<file path="src/rtl/calc_pkg.sv">
// calc_pkg: shared operator, builder state and key classification types
package calc_pkg;
  typedef enum logic [2:0] {NONE = 3'b000, NEG = 3'b001, ADD = 3'b010, SUB = 3'b011, MUL = 3'b100} op_t;
  typedef enum logic [2:0] {ENTER_A, ENTER_B, ISSUE, WAIT_RES, RESULT} builder_state_t;
  typedef enum logic [1:0] {DIGIT, OP, EQUAL} key_kind_t;
endpackage

</file>
<file path="src/rtl/decimal_accum.sv">
// decimal_accum: sign/magnitude decimal entry register for one signed operand
module decimal_accum #(
  parameter int MAX_MAG = 32767
) (
  input  logic        clk,
  input  logic        RST,
  input  logic        clr,
  input  logic        dig_stb,
  input  logic [3:0]  digit,
  input  logic        neg_stb,
  input  logic        load_stb,
  input  logic [15:0] load_val,
  output logic [15:0] value,
  output logic        has_digit,
  output logic        ovf
);
  logic [14:0] mag, mag_b;
  logic        neg, neg_b, has_b, fits;
  logic [19:0] t;
  always_comb begin
    mag_b = clr ? '0 : mag;
    neg_b = clr ? 1'b0 : neg;
    has_b = clr ? 1'b0 : has_digit;
    t     = 20'(mag_b) * 20'd10 + 20'(digit);
    fits  = t <= 20'(MAX_MAG);
    ovf   = (dig_stb && !fits) || (load_stb && load_val == 16'h8000);
    value = neg ? -{1'b0, mag} : {1'b0, mag};
  end
  always_ff @(posedge clk) begin
    if (RST) begin
      mag       <= '0;
      neg       <= 1'b0;
      has_digit <= 1'b0;
    end else if (load_stb) begin
      neg       <= load_val[15];
      mag       <= load_val == 16'h8000 ? 15'h7fff : load_val[15] ? 15'(-load_val) : load_val[14:0];
      has_digit <= 1'b1;
    end else begin
      mag       <= (dig_stb && fits) ? t[14:0] : mag_b;
      neg       <= neg_stb ? !neg_b : neg_b;
      has_digit <= has_b | (dig_stb && fits);
    end
  end
endmodule

</file>
<file path="src/rtl/operand_builder.sv">
// operand_builder: keypad events to ALU requests; OPERAND_RESULT_CHAIN_EN lets an operator continue from the result
module operand_builder
  import calc_pkg::*;
#(
  parameter int DEBUG_MAX_MAG = 32767
) (
  input  logic        clk,
  input  logic        RST,
  input  logic        read_input,
  output logic        key_read,
  input  logic [3:0]  keypad_input,
  input  logic [2:0]  operator_input,
  input  logic        equal_input,
  output logic [15:0] op_a,
  output logic [15:0] op_b,
  output logic [2:0]  op_code,
  output logic        calc_valid,
  input  logic        calc_ready,
  input  logic [15:0] res_in,
  input  logic        res_valid,
  output logic [15:0] disp_value,
  output logic        ovf_err
);
  builder_state_t state;
  key_kind_t      kind;
  logic        arm, acc, arith, is_neg, dig;
  logic        a_clr, a_dig, a_neg, a_load, b_clr, b_dig, b_neg;
  logic        ovf_a, ovf_b, b_has;
  logic [15:0] a_val, b_val, res;
  always_comb begin
    kind   = equal_input ? EQUAL : operator_input != NONE ? OP : DIGIT;
    acc    = read_input && arm && (state == ENTER_A || state == ENTER_B || state == RESULT);
    arith  = kind == OP && (operator_input == ADD || operator_input == SUB || operator_input == MUL);
    is_neg = kind == OP && operator_input == NEG;
    dig    = acc && kind == DIGIT;
    a_dig  = dig && (state == ENTER_A || state == RESULT);
    a_neg  = acc && is_neg && state == ENTER_A;
    b_dig  = dig && state == ENTER_B;
    b_neg  = acc && is_neg && state == ENTER_B;
`ifdef OPERAND_RESULT_CHAIN_EN
    a_clr  = dig && state == RESULT;
    a_load = acc && arith && state == RESULT;
    b_clr  = acc && arith && (state == ENTER_A || state == RESULT);
`else
    a_clr  = acc && state == RESULT && (kind == DIGIT || kind == EQUAL);
    a_load = 1'b0;
    b_clr  = acc && arith && state == ENTER_A;
`endif
    disp_value = state == ENTER_A ? a_val : state == ENTER_B ? b_val : state == RESULT ? res : op_b;
  end
  decimal_accum #(.MAX_MAG(DEBUG_MAX_MAG)) u_a (
    .clk(clk), .RST(RST), .clr(a_clr), .dig_stb(a_dig), .digit(keypad_input), .neg_stb(a_neg),
    .load_stb(a_load), .load_val(res), .value(a_val), .has_digit(), .ovf(ovf_a)
  );
  decimal_accum #(.MAX_MAG(DEBUG_MAX_MAG)) u_b (
    .clk(clk), .RST(RST), .clr(b_clr), .dig_stb(b_dig), .digit(keypad_input), .neg_stb(b_neg),
    .load_stb(1'b0), .load_val(16'd0), .value(b_val), .has_digit(b_has), .ovf(ovf_b)
  );
  always_ff @(posedge clk) begin
    if (RST) begin
      state      <= ENTER_A;
      arm        <= 1'b0;
      key_read   <= 1'b0;
      calc_valid <= 1'b0;
      op_a       <= '0;
      op_b       <= '0;
      op_code    <= NONE;
      res        <= '0;
      ovf_err    <= 1'b0;
    end else begin
      arm      <= !read_input ? 1'b1 : acc ? 1'b0 : arm;
      key_read <= acc;
      ovf_err  <= (ovf_a || ovf_b) ? 1'b1 : a_clr ? 1'b0 : ovf_err;
      case (state)
        ENTER_A: if (acc && arith) begin
          op_code <= operator_input;
          state   <= ENTER_B;
        end
        ENTER_B: if (acc && arith && !b_has) op_code <= operator_input;
          else if (acc && kind == EQUAL) begin
            op_a       <= a_val;
            op_b       <= b_val;
            calc_valid <= 1'b1;
            state      <= ISSUE;
          end
        ISSUE: if (calc_ready) begin
          calc_valid <= 1'b0;
          state      <= WAIT_RES;
        end
        WAIT_RES: if (res_valid) begin
          res   <= res_in;
          state <= RESULT;
        end
        RESULT: begin
          if (dig) state <= ENTER_A;
`ifdef OPERAND_RESULT_CHAIN_EN
          if (acc && arith) begin
            op_code <= operator_input;
            state   <= ENTER_B;
          end
          if (acc && is_neg) res <= -res;
`else
          if (acc && kind == EQUAL) state <= ENTER_A;
`endif
        end
        default: state <= ENTER_A;
      endcase
    end
  end
endmodule

</file>
<file path="config.mk">
export PLATFORM = sky130hd
export DESIGN_NAME = operand_builder
export DESIGN_NICKNAME = d
export VERILOG_FILES = /design/src/rtl/calc_pkg.sv /design/src/rtl/decimal_accum.sv /design/src/rtl/operand_builder.sv
export SDC_FILE = /design/constraint.sdc
export NUM_CORES = 1
export LEC_CHECK = 0
export ABC_AREA = 1
export CAP_MARGIN = 0
export CORE_UTILIZATION = 49
export DETAILED_ROUTE_END_ITERATION = 12
export GPL_ROUTABILITY_DRIVEN = 0
export GPL_TIMING_DRIVEN = 1
export HOLD_SLACK_MARGIN = 0.05
export PLACE_DENSITY = 0.71
export SLEW_MARGIN = 20
export SYNTH_ARGS = -nofsm -noshare
export SYNTH_HDL_FRONTEND = slang
export SYNTH_SLANG_ARGS = --single-unit
</file>
<file path="constraint.sdc">
create_clock -name clk -period 9.4 [get_ports clk]
set_input_delay 1.41 -clock clk [delete_from_list [all_inputs] [get_ports clk]]
set_output_delay 1.41 -clock clk [all_outputs]
set_load 0.03 [all_outputs]
</file>
# Word-level counts from Yosys, hierarchy flattened
# Index checks and enable logic that the tools add are counted.
# word_totals
elab_cells	120
out_inout_bits	54
reg_bits	91
inputBits	29
# classes
addsub	4
n_mux	35
eq_ne	18
n_mul	2
bitwise	2
order_cmp	2
n_reduce_logical	43
# ops
cell	n
$mux W16	5
$mux W15	4
$add A19 B4 Y20	2
$le A20 B15 Y1 const B	2
$mul A15 B3 Y18 const B	2
$neg A15 Y16	2
$mux W3	9
$logic_and A1 B1 Y1	20
$pmux W3 S5	1
$mux W1	13
$eq A3 B2 Y1 const B	4
$ne A2 B1 Y1 const B	4
$logic_or A1 B1 Y1	7
$eq A3 B1 Y1 const B	2
$eq A3 B3 Y1 const B	2
$ne A2 B2 Y1 const B	3
$pmux W3 S2	1
$reduce_and A3 Y1	2
$reduce_and A6 Y1	1
$reduce_bool A2 Y1	3
$logic_not A1 Y1	5
$reduce_and A4 Y1	1
$logic_not A3 Y1	1
$ne A3 B2 Y1 const B	1
other kinds (9)	9

# Longest topological paths before layout
# depth
depth_word	15
depth_mapped	32
depth_no_buf	31

# Cells and area by module
# Synthesis repeated with hierarchy kept, for this count alone.
# unflattened
cells_unflattened	1498
area_unflattened_um2	8851.0
# modules_own_cells
mod	cells_each	seq_area_each_um2	n_inst	area_each_um2
decimal_accum at u_b	543	340.3	1	3083.0
decimal_accum at u_a	543	340.3	1	3026.7
operand_builder	412	1161.1	1	2741.4

# Worst setup path before layout
# No wires, ideal clock.
# synth_path
kind	input-to-reg
start	input operator_input[1]
end	register u_a.mag[3]
path_stages	23
setup_ns	0.115
t_arrival_ns	4.763
required_time_ns	9.285
setup_slack_ns	4.522
path_buffers	3
cell_sequence	inv_1 nand2_1 nor2_1 nor2_1 inv_1 nand2_4 inv_1 clkbuf_1 clkbuf_1 nor2_1 ha_1 ha_1 nand2_1 inv_1 a21oi_1 nand3_1 a21oi_1 xor2_1 a21boi_2 nand4_2 buf_4 a21oi_1 nor2_1
# synth_between
elab_chain_len	12
elab_cells_between_ends	15
cone_classes	add/sub (1); mul (1); order compare (1); eq/ne (1); mux (4); reduce/logical (7)
# synth_lines
item	line	source
start, declared	operand_builder.sv:12	input logic [2:0] operator_input,
$reduce_bool A3 Y1 (*)	operand_builder.sv:31	kind = equal_input ? EQUAL : operator_input != NONE ? OP : DIGIT;
$mux W1 (*)	operand_builder.sv:31	
$mux W2 (*)	operand_builder.sv:31	
$eq A2 B2 Y1 / $logic_not A2 Y1 (equally long branches)	operand_builder.sv:45, operand_builder.sv:35	
$logic_or A1 B1 Y1	operand_builder.sv:45	a_clr = acc && state == RESULT && (kind == DIGIT || kind == EQUAL);
$logic_and A1 B1 Y1	operand_builder.sv:45	
$mux W15	decimal_accum.sv:21	mag_b = clr ? '0 : mag;
$mul A15 B3 Y18	decimal_accum.sv:24	t = 20'(mag_b) * 20'd10 + 20'(digit);
$add A19 B4 Y20	decimal_accum.sv:24	
$le A20 B15 Y1	decimal_accum.sv:25	fits = t <= 20'(MAX_MAG);
$logic_and A1 B1 Y1	decimal_accum.sv:39	mag <= (dig_stb && fits) ? t[14:0] : mag_b;
$mux W15 (*)	decimal_accum.sv:39	
end signal, assigned	decimal_accum.sv:36	mag <= load_val == 16'h8000 ? 15'h7fff : load_val[15] ? 15'(-load_val) : load_val[14:0];
end signal, assigned	decimal_accum.sv:39	
end, declared	decimal_accum.sv:17	logic [14:0] mag, mag_b;
# Mark *: on every way between the ends. The rest lies on a longest branch, timed or not.
# A chain may end at the register's enable or synchronous reset.

# Final worst setup path
# layout_path
start	input operator_input[1]
end	register u_b.mag[2]
# layout_between
elab_chain_len	13
elab_cells_between_ends	21
cone_classes	add/sub (1); mul (1); order compare (1); eq/ne (4); mux (4); reduce/logical (10)
# layout_lines
item	line	source
$reduce_bool A3 Y1	operand_builder.sv:31	
$mux W1	operand_builder.sv:31	
$mux W2	operand_builder.sv:31	
$eq A2 B1 Y1	operand_builder.sv:33	arith = kind == OP && (operator_input == ADD || operator_input == SUB || operator_input == MUL);
$logic_and A1 B1 Y1	operand_builder.sv:33	
$logic_and A1 B1 Y1 (2 in series)	operand_builder.sv:47	b_clr = acc && arith && state == ENTER_A;
$mux W15	decimal_accum.sv:21	
$mul A15 B3 Y18	decimal_accum.sv:24	
$add A19 B4 Y20	decimal_accum.sv:24	
$le A20 B15 Y1	decimal_accum.sv:25	
$logic_and A1 B1 Y1	decimal_accum.sv:39	
$mux W15 (*)	decimal_accum.sv:39	
end signal, assigned	decimal_accum.sv:36	
end signal, assigned	decimal_accum.sv:39	
end, declared	decimal_accum.sv:17	
# Marked as above.

==> impl_metrics.prom <==
# TYPE chip_impl_metric gauge
chip_impl_metric{name="slowest_delay",unit="ns"} 0.54
chip_impl_metric{name="grt_start_max_net_pins",unit=""} 65
chip_impl_metric{name="power.leakage",unit="nW"} 4.41
chip_impl_metric{name="worst-endpoint-required",unit="ns"} 9.64
chip_impl_info{name="layout.cells.most_common_list",value="sky130_fd_sc_hd__nand2_1, sky130_fd_sc_hd__nor2_1, sky130_fd_sc_hd__inv_1"} 1
chip_impl_metric{name="globalRoute.totalOverflow",unit=""} 0
chip_impl_metric{name="met3_usage",unit="%"} 3.30
chip_impl_metric{name="cts-buffers-inserted",unit=""} 9
chip_impl_metric{name="clkLatencyLatePin",unit="ns"} 0.35
chip_impl_metric{name="area_growth",unit="%"} 16.5
chip_impl_info{name="crit_path_top_delay_cell",value="sky130_fd_sc_hd__nor2_4"} 1
chip_impl_metric{name="final_setup_tns",unit="ns"} 0
chip_impl_metric{name="gr-usage-met2",unit="%"} 42.8
chip_impl_metric{name="pwr_density_cell",unit="mW/mm2"} 130
chip_impl_info{name="setup.worst_path.class",value="in2reg"} 1
chip_impl_info{name="cts_tree",value="built"} 1
chip_impl_metric{name="synth_cell_types",unit=""} 44
chip_impl_metric{name="cts_max_path_buffers",unit=""} 2
chip_impl_metric{name="first_pass_iters",unit=""} 7
chip_impl_metric{name="numClockSinks",unit=""} 91
chip_impl_metric{name="vdd_drop_max",unit="mV"} 0.0986
chip_impl_metric{name="timing.final.crit_period",unit="ns"} 5.67
chip_impl_metric{name="grt_antenna_before_repair",unit=""} 0
chip_impl_metric{name="synth_edf_count",unit=""} 0
chip_impl_metric{name="ctsHoldBuffers",unit=""} 0
chip_impl_metric{name="totalWireLength",unit="um"} 22000
chip_impl_metric{name="worst_pin_slew",unit="ns"} 0.993
chip_impl_metric{name="drc_violations_left",unit=""} 0
chip_impl_info{name="synth_largest_area_cell",value="sky130_fd_sc_hd__dfxtp_1"} 1
chip_impl_metric{name="die_height",unit="um"} 128
chip_impl_metric{name="core_area",unit="mm2"} 0.0154
chip_impl_metric{name="final-setup-viol-count",unit=""} 0
chip_impl_info{name="status",value="complete, no violations"} 1
chip_impl_metric{name="timing.critical_path.arrival",unit="ns"} 5.91
chip_impl_metric{name="syn_avg_cell_area",unit="um2"} 5.95
chip_impl_info{name="layout_commonest_cell",value="sky130_fd_sc_hd__nand2_1"} 1
chip_impl_info{name="cp_launch_type",value="input pin"} 1
chip_impl_info{name="worstSetupEndpointType",value="flop"} 1
chip_impl_metric{name="slew_headroom",unit="%"} 33.2
chip_impl_metric{name="clkSlewWorstSetupHoldPaths",unit="ns"} 0.06
chip_impl_info{name="yosys_most_used_dff",value="sky130_fd_sc_hd__dfxtp_1"} 1
chip_impl_info{name="synth.area.top_cells",value="sky130_fd_sc_hd__dfxtp_1, sky130_fd_sc_hd__nand2_1, sky130_fd_sc_hd__nor2_1, sky130_fd_sc_hd__inv_1, sky130_fd_sc_hd__ha_1"} 1
chip_impl_metric{name="ys_seq_area_share",unit="%"} 23.3
chip_impl_metric{name="route.detailed.wl_per_inst",unit="um"} 13.9
chip_impl_metric{name="grt_use_total",unit="%"} 27.2
chip_impl_metric{name="ys_async_sr_fraction",unit="%"} 0
chip_impl_metric{name="antenna_cells",unit=""} 0
chip_impl_metric{name="drt_first_iter_violations",unit=""} 801
chip_impl_metric{name="min_period_over_period",unit="%"} 60.3
chip_impl_metric{name="placement_rows",unit=""} 45
chip_impl_metric{name="mappedNetlistArea",unit="mm2"} 0.00781
chip_impl_metric{name="dpl.hpwl",unit="um"} 17200
chip_impl_metric{name="grt_pass1_vias",unit=""} 7434
chip_impl_metric{name="postSynthRegisterBits",unit=""} 91
chip_impl_metric{name="floorplan.initialDensity",unit="%"} 50.8
chip_impl_metric{name="synth_warnings",unit=""} 0
chip_impl_metric{name="timing.final.max_slew_violations",unit=""} 0
chip_impl_metric{name="fin_worst_skew",unit="ns"} 0.00620
chip_impl_metric{name="drive_gt1_share",unit="%"} 5.01
chip_impl_info{name="rsz_0062_raised_after_global_routing",value="no"} 1
chip_impl_info{name="top_usage_layer",value="met2"} 1
chip_impl_metric{name="buffer_ports.inserted",unit=""} 82
chip_impl_metric{name="synthesis.instances",unit=""} 1312
chip_impl_metric{name="number_of_h_tree_branching_levels",unit=""} 3
chip_impl_metric{name="hold_viol",unit=""} 0
chip_impl_metric{name="cap_viol_max_count",unit=""} 0
chip_impl_metric{name="synth_top_area_share",unit="%"} 23.3
chip_impl_metric{name="dr_total_vias",unit=""} 8265
chip_impl_metric{name="grt_first_pass_wirelength",unit="um"} 36300
chip_impl_info{name="clk_root_buffer_cell",value="sky130_fd_sc_hd__clkbuf_16"} 1
chip_impl_info{name="hold_path.class",value="reg2reg"} 1
chip_impl_metric{name="i_o_pins",unit=""} 83
chip_impl_metric{name="grt_util_met1",unit="%"} 39.3
chip_impl_info{name="timing.critical_path.mode_cell",value="sky130_fd_sc_hd__nand2_1"} 1
chip_impl_metric{name="upper_clock_frequency_limit",unit="GHz"} 0.176
chip_impl_metric{name="drtAntennaViolNets",unit=""} 0
chip_impl_metric{name="die_w",unit="um"} 128
chip_impl_metric{name="num-nets-final",unit=""} 1452
chip_impl_metric{name="cts_repair_resize_count",unit=""} 0
chip_impl_metric{name="rrSetupSlack",unit="ns"} 4.64
chip_impl_metric{name="critPathMaxFanout",unit=""} 30
chip_impl_metric{name="post_cts_buffers",unit=""} 0
chip_impl_metric{name="die_area",unit="mm2"} 0.0164
chip_impl_metric{name="finalPower",unit="mW"} 1.19
chip_impl_metric{name="via_per_inst",unit=""} 5.20
chip_impl_metric{name="synth_nets",unit=""} 1391
metal layers:
| metal | vias to the layer above | routed length (um) |
|---|---|---|
| met1 | 3670 | 10700 |
| met5 | - | 0 |
| met2 | 287 | 9470 |
| met3 | 19 | 1580 |
| li1 | 4289 | - |
| met4 | 0 | 258 |
cell type report:
class                      count  area (um2)
timing repair buffer          87         858
multi-input combinational    971        5020
fill                        1529        6280
tap                          211         264
sequential                    91        1820
inverter                     213         800
clock inverter                 6        88.8
clock buffer                  10         239
registers in the layout, summed over array words and instances, names as in the netlist, 3 cells and up:
register and cells:
op_a 16, u_b.mag 15, op_code 3, op_b 16
res 16, state 3, u_a.mag 15
worst max-delay path, delay by kind of cell:
kind	cells	cell delay, ns
adders and majority gates	2	0.63
and+or+nand+nor	24	3.07
buffers and inverters	4	0.75
path summary, 6_finish.rpt:
path / from / to / cells after the start
worst min-delay path: op_code[2] / op_code[2] / 2
worst max-delay path: operator_input[1] / u_b.mag[2] / 30
worst max register to register: state[2] / u_b.mag[2] / 28
worst min register to register: op_code[2] / op_code[2] / 2
stage by stage:
step | util (%) | hold slack [ns] | area (um2) | setup WS (ns) | std cells
after floorplan | - | 0.424 | 7810 | 4.52 | 1312
after global placement | 57.0 | 0.432 | 8770 | 3.46 | 1573
after detailed placement | 57.0 | 0.437 | 8770 | 3.40 | 1573
after CTS | 59.2 | 0.447 | 9090 | 3.76 | 1589
after global routing | 59.2 | 0.469 | 9090 | 3.21 | 1589
final | 59.2 | 0.444 | 9090 | 3.73 | 1589
logic make-up (layout without fill, tap and decap cells):
| family | Yosys count | count (layout) | synth area share (%) |
|---|---|---|---|
| XOR/XNOR | 46 | 46 | 5.16 |
| adder cells (fa/ha/maj) | 50 | 50 | 8.20 |
| buffers and inverters | 250 | 316 | 12.4 |
| flip-flops | 91 | 91 | 23.3 |
| AND/OR/NAND/NOR | 666 | 666 | 36.6 |
| AO/OA/AOI/OAI | 209 | 209 | 14.3 |
synth_stat cells, types with 2 or more instances:
library cell,number
sky130_fd_sc_hd__nand3b_1,4
sky130_fd_sc_hd__xor2_1,36
sky130_fd_sc_hd__and2_1,2
sky130_fd_sc_hd__nor2_2,5
sky130_fd_sc_hd__nand3_4,2
sky130_fd_sc_hd__nand2_1,304
sky130_fd_sc_hd__nor2_1,199
sky130_fd_sc_hd__a31oi_1,5
sky130_fd_sc_hd__buf_6,3
sky130_fd_sc_hd__o21a_1,2
sky130_fd_sc_hd__nand2_2,9
sky130_fd_sc_hd__fa_1,2
sky130_fd_sc_hd__or2_2,4
sky130_fd_sc_hd__nor2_4,3
sky130_fd_sc_hd__nor4_1,3
sky130_fd_sc_hd__o211ai_1,16
sky130_fd_sc_hd__a21oi_1,83
sky130_fd_sc_hd__ha_1,48
sky130_fd_sc_hd__buf_2,2
sky130_fd_sc_hd__nand4_1,19
sky130_fd_sc_hd__clkinv_1,2
sky130_fd_sc_hd__xnor2_1,10
sky130_fd_sc_hd__nand4_2,2
sky130_fd_sc_hd__nand3_1,83
sky130_fd_sc_hd__inv_1,197
sky130_fd_sc_hd__o21ai_0,95
sky130_fd_sc_hd__inv_2,14
sky130_fd_sc_hd__dfxtp_1,91
sky130_fd_sc_hd__nand3_2,2
sky130_fd_sc_hd__clkbuf_1,31
sky130_fd_sc_hd__nor3_1,21
report_power, final:
group	internal [mW]	total, mW	switching, mW	leakage [nW]
logic	0.115	0.361	0.246	3.52
registers	0.407	0.426	0.0181	0.735
clock network	0.240	0.399	0.159	0.155
total	0.762	1.19	0.423	4.41
Power figures use the tool's default switching activity.
